File: src/rtl/rib_rr_arbiter_pkg.sv
// Shared widths, constants and grant payload type for the RIB round-robin arbiter.
package rib_rr_arbiter_pkg;

   localparam int unsigned RIB_MASTER_NUM = 4;
   localparam int unsigned RIB_GRANT_W    = 2;
   localparam int unsigned CNT_W          = 8;

   localparam logic [CNT_W-1:0] CNT_SAT   = 8'hFF;

   localparam logic HOLD_ENABLE  = 1'b1;
   localparam logic HOLD_DISABLE = 1'b0;

   // Arbiter FSM encoding
   localparam logic [0:0] ST_IDLE  = 1'b0;
   localparam logic [0:0] ST_GRANT = 1'b1;

   // Grant payload handed to the crossbar mux
   typedef struct packed {
      logic                   vld;
      logic [RIB_GRANT_W-1:0] idx;
   } rib_grant_t;

endpackage

File: src/rtl/rib_rr_arbiter_rr_pick4.sv
// Combinational round-robin pick: first set request after ptr, wrapping, ptr last.
module rr_pick4
   import rib_rr_arbiter_pkg::*;
(
   input  logic [RIB_MASTER_NUM-1:0] req,
   input  logic [RIB_GRANT_W-1:0]    ptr,
   output logic [RIB_GRANT_W-1:0]    idx,
   output logic                      any
);

   logic [RIB_GRANT_W-1:0] cand;

   // Scan farthest offset first so the nearest requester after ptr wins
   always_comb begin
      idx  = ptr;
      any  = |req;
      cand = '0;
      for (int k = RIB_MASTER_NUM; k >= 1; k--) begin
         cand = ptr + RIB_GRANT_W'(k);
         if (req[cand]) begin
            idx = cand;
         end
      end
   end

endmodule

File: src/rtl/rib_rr_arbiter.sv
// Registered round-robin arbiter for the four RIB masters with lock and burst limit.
module rib_rr_arbiter
   import rib_rr_arbiter_pkg::*;
#(
   parameter int unsigned MAX_BURST = 8,
   parameter int unsigned FETCH_M   = 1
)(
   input  logic                      clk,
   input  logic                      rst,
   input  logic [RIB_MASTER_NUM-1:0] req_i,
   input  logic [RIB_MASTER_NUM-1:0] lock_i,
   output logic [RIB_GRANT_W-1:0]    grant_o,
   output logic                      grant_vld_o,
   output logic [RIB_MASTER_NUM-1:0] grant_oh_o,
   output logic                      hold_flag_o,
   output logic [CNT_W-1:0]          burst_cnt_o
);

   localparam logic [CNT_W-1:0]          BURST_LIM  = CNT_W'(MAX_BURST);
   localparam logic [RIB_GRANT_W-1:0]    FETCH_IDX  = RIB_GRANT_W'(FETCH_M);
   localparam logic [RIB_MASTER_NUM-1:0] FETCH_MASK = 4'b0001 << FETCH_IDX;
   localparam logic [RIB_GRANT_W-1:0]    PTR_RST    = 2'd3;

   logic [0:0]                state_q, state_d;
   rib_grant_t                grant_q, grant_d;
   logic [RIB_MASTER_NUM-1:0] oh_q, oh_d;
   logic [RIB_GRANT_W-1:0]    ptr_q, ptr_d;
   logic [CNT_W-1:0]          cnt_q, cnt_d;

   logic [RIB_GRANT_W-1:0]    pick_idx;
   logic                      pick_any;
   logic [RIB_MASTER_NUM-1:0] owner_mask;
   logic                      own_req;
   logic                      own_lock;
   logic                      others_req;

   rr_pick4 u_pick (
      .req (req_i),
      .ptr (ptr_q),
      .idx (pick_idx),
      .any (pick_any)
   );

   // Owner view of the current request/lock vectors
   always_comb begin
      owner_mask = 4'b0001 << grant_q.idx;
      own_req    = req_i[grant_q.idx];
      own_lock   = lock_i[grant_q.idx];
      others_req = |(req_i & ~owner_mask);
   end

   // Next-state: grant, keep, lock hold, rotation or release to idle
   always_comb begin
      state_d = state_q;
      grant_d = grant_q;
      ptr_d   = ptr_q;
      cnt_d   = cnt_q;
      unique case (state_q)
         ST_IDLE: begin
            if (pick_any) begin
               grant_d.vld = 1'b1;
               grant_d.idx = pick_idx;
               ptr_d       = pick_idx;
               cnt_d       = CNT_W'(1);
               state_d     = ST_GRANT;
            end
         end
         ST_GRANT: begin
            if (own_req && (own_lock || (cnt_q < BURST_LIM) || !others_req)) begin
               cnt_d = (cnt_q == CNT_SAT) ? cnt_q : cnt_q + CNT_W'(1);
            end else if (!own_req && own_lock) begin
               // Locked owner idles on the bus; ownership and count frozen
               cnt_d = cnt_q;
            end else if (pick_any) begin
               // ptr equals the owner here, so the owner is searched last
               grant_d.idx = pick_idx;
               ptr_d       = pick_idx;
               cnt_d       = CNT_W'(1);
            end else begin
               grant_d.vld = 1'b0;
               cnt_d       = '0;
               state_d     = ST_IDLE;
            end
         end
         default: begin
            state_d     = ST_IDLE;
            grant_d.vld = 1'b0;
         end
      endcase
      oh_d = grant_d.vld ? (4'b0001 << grant_d.idx) : '0;
   end

   // State and output registers, async active-low reset
   always_ff @(posedge clk or negedge rst) begin
      if (!rst) begin
         state_q     <= ST_IDLE;
         grant_q.vld <= 1'b0;
         grant_q.idx <= FETCH_IDX;
         oh_q        <= '0;
         ptr_q       <= PTR_RST;
         cnt_q       <= '0;
      end else begin
         state_q <= state_d;
         grant_q <= grant_d;
         oh_q    <= oh_d;
         ptr_q   <= ptr_d;
         cnt_q   <= cnt_d;
      end
   end

   // Pipeline hold: any non-fetch requester, or a non-fetch owner
   always_comb begin
      hold_flag_o = ((|(req_i & ~FETCH_MASK)) || (grant_q.vld && (grant_q.idx != FETCH_IDX)))
                    ? HOLD_ENABLE : HOLD_DISABLE;
   end

   assign grant_o     = grant_q.idx;
   assign grant_vld_o = grant_q.vld;
   assign grant_oh_o  = oh_q;
   assign burst_cnt_o = cnt_q;

endmodule

File: config.mk
export PLATFORM = sky130hd
export DESIGN_NAME = rib_rr_arbiter
export DESIGN_NICKNAME = d
export VERILOG_FILES = /design/src/rtl/rib_rr_arbiter_pkg.sv /design/src/rtl/rib_rr_arbiter_rr_pick4.sv /design/src/rtl/rib_rr_arbiter.sv
export SDC_FILE = /design/constraint.sdc
export NUM_CORES = 1
export LEC_CHECK = 0
export BUFFER_PORTS_ARGS = -buffer_cell sky130_fd_sc_hd__buf_2
export CAP_MARGIN = 0
export CORE_UTILIZATION = 30
export CTS_CLUSTER_DIAMETER = 40
export CTS_CLUSTER_SIZE = 20
export DETAILED_ROUTE_END_ITERATION = 7
export GPL_TIMING_DRIVEN = 0
export PLACE_DENSITY = 0.52
export SYNTH_ARGS = -nofsm -noshare
export SYNTH_HDL_FRONTEND = slang
export SYNTH_HIERARCHICAL = 1
export SYNTH_SLANG_ARGS = --single-unit
File: constraint.sdc
create_clock -name clk -period 2.65 [get_ports clk]
set_input_delay 0.6625 -clock clk [delete_from_list [all_inputs] [get_ports clk]]
set_output_delay 0.6625 -clock clk [all_outputs]
set_load 0.01 [all_outputs]
==> flow_summary_export.csv, run 1 <==
group,metric,value,unit
status,status,"finished clean",
finish,stdcell_count,206,
timing,fin_skew,0.00809,ns
synthesis,ys_warn_count,6,
floorplan,coreArea,3720,um2
critical_path,crit_chain,"buf_6 > mux4_2 > a21boi_1 > o32ai_2 > a21oi_1",
synthesis,synthArstFlopShare,100,%
timing,final_hold_viol_count,0,
critical_path,cp_num_buf_inv,1,
grt,grt_first_pass_wirelength,4570,um
synthesis,synth_fp_nets,140,
floorplan,io_pins,26,
grt,track_usage,14.2,%
synthesis,synth-edff-count,0,
timing,fin_tns_setup,0,ns
critical_path,worst_setup_path_start_kind,"register",
synthesis,synth_area_leaders,"dfrtp_1 32%, o21ai_0 7.7%, dfstp_2 6.7%",
timing,setup_ws,0.447,ns
clock_tree,cts_buffers,3,
finish,nets,170,
power,power.leakage,0.626,nW
clock_tree,clk_latency,0.26,ns
route,first_pass_iters,4,
clock_tree,clk_pin_slew,0.07,ns
timing,worst_slew_pin_slew,0.711,ns
finish,fin_util,38.1,%
finish,fillers,393,
clock_tree,holdBufCountCts,0,
timing,hold-worst-slack,0.319,ns
critical_path,arrival,2.31,ns
finish,multiInputGateArea,661,um2
synthesis,synthCells,129,
timing,setup_viol,0,
finish,area_delta_synth_final,20.4,%
placement,io_buffers,25,
clock_tree,cts_resized,0,
route,ant_nets,0,
synthesis,synth.largest_area_cell,"dfrtp_1",
hold_path,hp-class,"in2async",
grt,antenna_found_initial,0,
critical_path,crit_type,"reg2reg",
placement,gp_congestion,0.838,
floorplan,die_x,64.6,um
timing,fmax,0.454,GHz
timing,rsz0062_at_grt,"false",
route,drc,0,
clock_tree,cts_sinks,18,
synthesis,synth_common_cells,"18 x o21ai_0, 15 x dfrtp_1, 12 x inv_1",
floorplan,die_area,4170,um2
timing,min_period_over_period,83.1,%
finish,fin_area,1420,um2
floorplan,die_y,64.6,um
floorplan,initial_core_util,31.6,%
critical_path,crit_required,2.76,ns
timing,period_needed,2.20,ns
synthesis,synthDistinctLibCells,42,
clock_tree,clockBufferDepth,2,
clock_tree,cts_tree,"done",
power,ir_drop,0.393,mV
route,vias,1078,
critical_path,crit_fanout,9,
synthesis,synth.avg_cell_area,9.11,um2
critical_path,cp_slowest_stage_delay,0.55,ns
critical_path,slowest_stage,"mux4_2",
route,drt_wl_total,2730,um
timing,slew_viol_final,0,
synthesis,synth.cell_area,1170,um2
placement,hpwl,2120,um
synthesis,seq_area_frac_synth,38.7,%
flow_run,maxCapViolCount,0,
critical_path,path_delay_family,"compound AO/OA/AOI/OAI gates",
placement,post_dp_cell_area,1360,um2
grt,grt.overflow.total,0,
finish,drive_gt1_share,31.0,%
clock_tree,cts_root_buf,"clkbuf_8",
synthesis,synth_top_cell_area_share,31.9,%
floorplan,rows,22,
grt,grt_max_degree,19,
grt,grt_pass1_vias,1043,
power,pwr_density_cell,1080,nW/um2
route,avgRoutedWirePerCell,13.3,um
finish,seqCellArea,454,um2
synthesis,synth_ff_type,"dfrtp_1",
synthesis,synth_most_common_cell,"o21ai_0",
placement,dp_cells,202,
clock_tree,cts_setup_buffers,0,
critical_path,cp-end-kind,"register",
route,via_per_inst,5.23,
finish,n_antenna_cell,0,
timing,maxSlewHeadroom,52.4,%
route,drt-initial-drc-count,45,
synthesis,synth_seq_cells,18,
clock_tree,cts.htree.levels,1,
power,total_power,1.52,mW
placement,dp_slack,0.319,ns
[cells in the final DEF (no fill, tap or decap), types with 2 or more instances in the layout]
cell,Yosys,final
buf_2,0,25
o21ai_0,18,18
dfrtp_1,15,15
inv_1,12,12
nor2_1,7,7
nand2_1,7,7
a21oi_1,5,5
a31oi_1,5,5
nor3_1,4,4
mux2_2,4,4
clkbuf_8,0,4
nor4_1,3,3
nor2b_1,3,3
nand2b_1,3,3
a21oi_2,3,3
nand3_1,3,3
dfstp_2,3,3
mux2i_1,2,2
mux4_2,2,2
and2_1,2,2
nand4b_1,2,2
or4_1,2,2
and3_1,2,2
a211oi_1,2,2
[registers in the layout, indices dropped and copies added (netlist names)]
| register | flops |
|---|---|
| state_q | 1 |
| burst_cnt_o | 8 |
| ptr_q | 2 |
| grant_oh_o | 4 |
| grant_o | 2 |
| grant_vld_o | 1 |
[path summary, 6_finish.rpt]
path	from	slack, ns	to	cells past startpoint
min in group clk	burst_cnt_o[1]	0.56	burst_cnt_o[1]	2
setup / recovery	grant_o[0]	0.45	grant_oh_o[3]	5
hold / removal	rst	0.32	burst_cnt_o[3]	1
max in group asynchronous	rst	2.00	grant_o[0]	1
hold reg to reg	burst_cnt_o[1]	0.56	burst_cnt_o[1]	2
setup reg to reg	grant_o[0]	0.45	grant_oh_o[3]	5
[cell type report]
cell class,instances,area share [%]
plain buffers,2,1.06
well taps,48,4.24
multi-input cells,97,46.7
inverters,12,3.18
repair buffers,25,8.84
clock buffers,4,3.89
flip-flops and latches,18,32.1
[power breakdown]
group          switching (mW)  internal, mW  leakage [nW]
sequential             0.0806         0.382         0.223
combinational           0.473         0.362         0.375
clock                  0.0947         0.132        0.0288
[layer usage]
layer | GRT usage (%) | wire [um]
met2 | 24.9 | 1270
met3 | 2.64 | 77
met5 | 0 | 0
met4 | 5.00 | 37
met1 | 17.2 | 1350
[logic make-up after synthesis]
| family | share of synthesized area, % |
|---|---|
| and+or+nand+nor | 21.2 |
| AOI/OAI and AO/OA | 23.3 |
| DFF | 38.7 |
| buffers and inverters | 5.11 |
| muxes | 10.6 |
| adders and majority gates | 1.06 |
Note: power is estimated with default switching activity, not from simulation.
==> run 2: changes to the inputs <==
==> constraint.sdc (replaced) <==
create_clock -name clk -period 2.2 [get_ports clk]
set_input_delay 0.55 -clock clk [delete_from_list [all_inputs] [get_ports clk]]
set_output_delay 0.55 -clock clk [all_outputs]
set_load 0.01 [all_outputs]
==> run 2 against run 1 <==
Cell count is 0.97% higher. Clock power is 20% higher. First-iteration DRC count is 31% lower. Combinational power is 27% higher. Critical path type unchanged. Highest routed layer unchanged.
==> flow_summary_export.csv, run 2 (synthesis results as in run 1) <==
group,metric,value,unit
grt,track_usage,14.2,%
floorplan,rows,22,
clock_tree,cts.htree.levels,1,
timing,fmax,0.475,GHz
grt,grt_first_pass_wirelength,4570,um
power,power_switching,802,uW
timing,period_needed,2.10,ns
timing,worst_slew_pin_slew,0.713,ns
route,drt-initial-drc-count,31,
power,p_sw_share,42.4,%
finish,area_delta_synth_final,23.2,%
floorplan,die_x,64.6,um
critical_path,crit_type,"reg2reg",
grt,grtUsageMet1,17.2,%
flow_run,maxCapViolCount,0,
grt,grt.overflow.total,0,
placement,gp_congestion,0.838,
power,p_clk_share,14.4,%
grt,grt_max_degree,19,
timing,final_hold_viol_count,0,
grt,met3_usage,2.64,%
clock_tree,cts_tree,"done",
timing,maxSlewHeadroom,52.2,%
grt,antenna_found_initial,0,
clock_tree,cts_buffers,3,
finish,nets,172,
floorplan,initial_core_util,31.6,%
finish,largest_reg_flops,8,
critical_path,worst_setup_path_start_kind,"register",
floorplan,die_y,64.6,um
finish,final_common_cell,"buf_2",
timing,min_period_over_period,95.7,%
finish,n_antenna_cell,0,
status,status,"finished clean",
clock_tree,clk_latency,0.26,ns
hold_path,hp-class,"in2async",
power,p_int,1.09,mW
timing,slew_viol_final,0,
power,power.leakage,0.640,nW
route,avgRoutedWirePerCell,13.2,um
grt,use_met2,24.9,%
timing,setup_ws,0.0956,ns
critical_path,worst-r2r-cell-count,5,
route,vias,1071,
placement,hpwl,2120,um
critical_path,crit_required,2.38,ns
clock_tree,clockBufferDepth,2,
critical_path,startpoint,"grant_o[0]",
power,pwr_density_cell,1310,nW/um2
timing,setup_viol,0,
clock_tree,clk_pin_slew,0.07,ns
route,first_pass_iters,4,
timing,fin_skew,0.00911,ns
route,ant_nets,0,
clock_tree,holdBufCountCts,0,
clock_tree,cts_root_buf,"clkbuf_8",
power,ir_drop,0.478,mV
critical_path,arrival,2.29,ns
timing,rsz0062_at_grt,"false",
critical_path,crit_fanout,8,
placement,io_buffers,25,
route,drt_wl_total,2740,um
clock_tree,cts_sinks,18,
floorplan,coreArea,3720,um2
grt,gr-max-usage-layer,"met2",
power,total_power,1.89,mW
timing,fin_tns_setup,0,ns
floorplan,die_area,4170,um2
finish,layout_common_cells,"25 x buf_2, 17 x o21ai_0, 15 x dfrtp_1",
placement,dp_slack,-0.0189,ns
route,drc,0,
grt,grt_pass1_vias,1043,
critical_path,cp-end-kind,"register",
critical_path,r2r_start,"grant_o[0]",
route,via_per_inst,5.15,
floorplan,io_pins,26,
power,p_comb_share,56.1,%
finish,drive_gt1_share,33.8,%
power,pwr-share-seq,29.6,%
==> run 2: metal layers <==
| layer | part of all wire, % | vias to the layer above |
|---|---|---|
| met3 | 2.6 | 5 |
| li1 | - | 540 |
| met5 | 0 | - |
| met1 | 49 | 507 |
| met4 | 1.5 | 0 |
| met2 | 47 | 19 |
==> run 2: final cells by class <==
type / instances / area (um2)
Fill cell: 389 / 2270
Multi-Input combinational cell: 97 / 677
Sequential cell: 18 / 454
Timing Repair Buffer: 27 / 140
Tap cell: 48 / 60.1
Clock buffer: 4 / 55.1
Inverter: 12 / 45.0
Buffer: 2 / 16.3
==> run 2: path summary, 6_finish.rpt <==
path,end,slack [ns]
setup / recovery,burst_cnt_o[1],0.1
max in group asynchronous,grant_o[0],1.66
min in group clk,burst_cnt_o[1],0.56
hold / removal,burst_cnt_o[3],0.21
setup reg to reg,burst_cnt_o[1],0.1
hold reg to reg,burst_cnt_o[1],0.56
==> run 2: what timing repair did <==
| action | in CTS | in global routing |
|---|---|---|
| setup endpoints to repair | 0 | 8 |
| setup buffers | 0 | 2 |
| resized for setup | 0 | 6 |
==> run 2: power by group through the flow <==
stage / combinational [mW] / clock, mW / sequential (mW)
after global placement: 0.983 / 0 / 0.560
after detailed placement: 1.01 / 0 / 0.566
after CTS: 1.01 / 0.281 / 0.559
final: 1.06 / 0.272 / 0.559
after floorplan: 0.714 / 0 / 0.589
after global routing: 1.18 / 0.298 / 0.576
==> run 2: worst max-delay path: stages, from the launching register on <==
cell      delay (ns)
dfstp_2         0.53
buf_6           0.13
mux4_2          0.55
a21boi_1        0.22
o21ai_2         0.37
mux2i_1         0.23
==> run 2: stage by stage <==
| stage | instance area, um2 | utilization (%) | hold slack, ns | cells |
|---|---|---|---|---|
| global placement | 1360 | 36.6 | 0.503 | 202 |
| detailed placement | 1360 | 36.6 | 0.509 | 202 |
| floorplan | 1170 | - | 0.254 | 129 |
| CTS | 1420 | 38.1 | 0.227 | 206 |
| global route | 1450 | 39.0 | 0.238 | 208 |
| finish | 1450 | 39.0 | 0.207 | 208 |
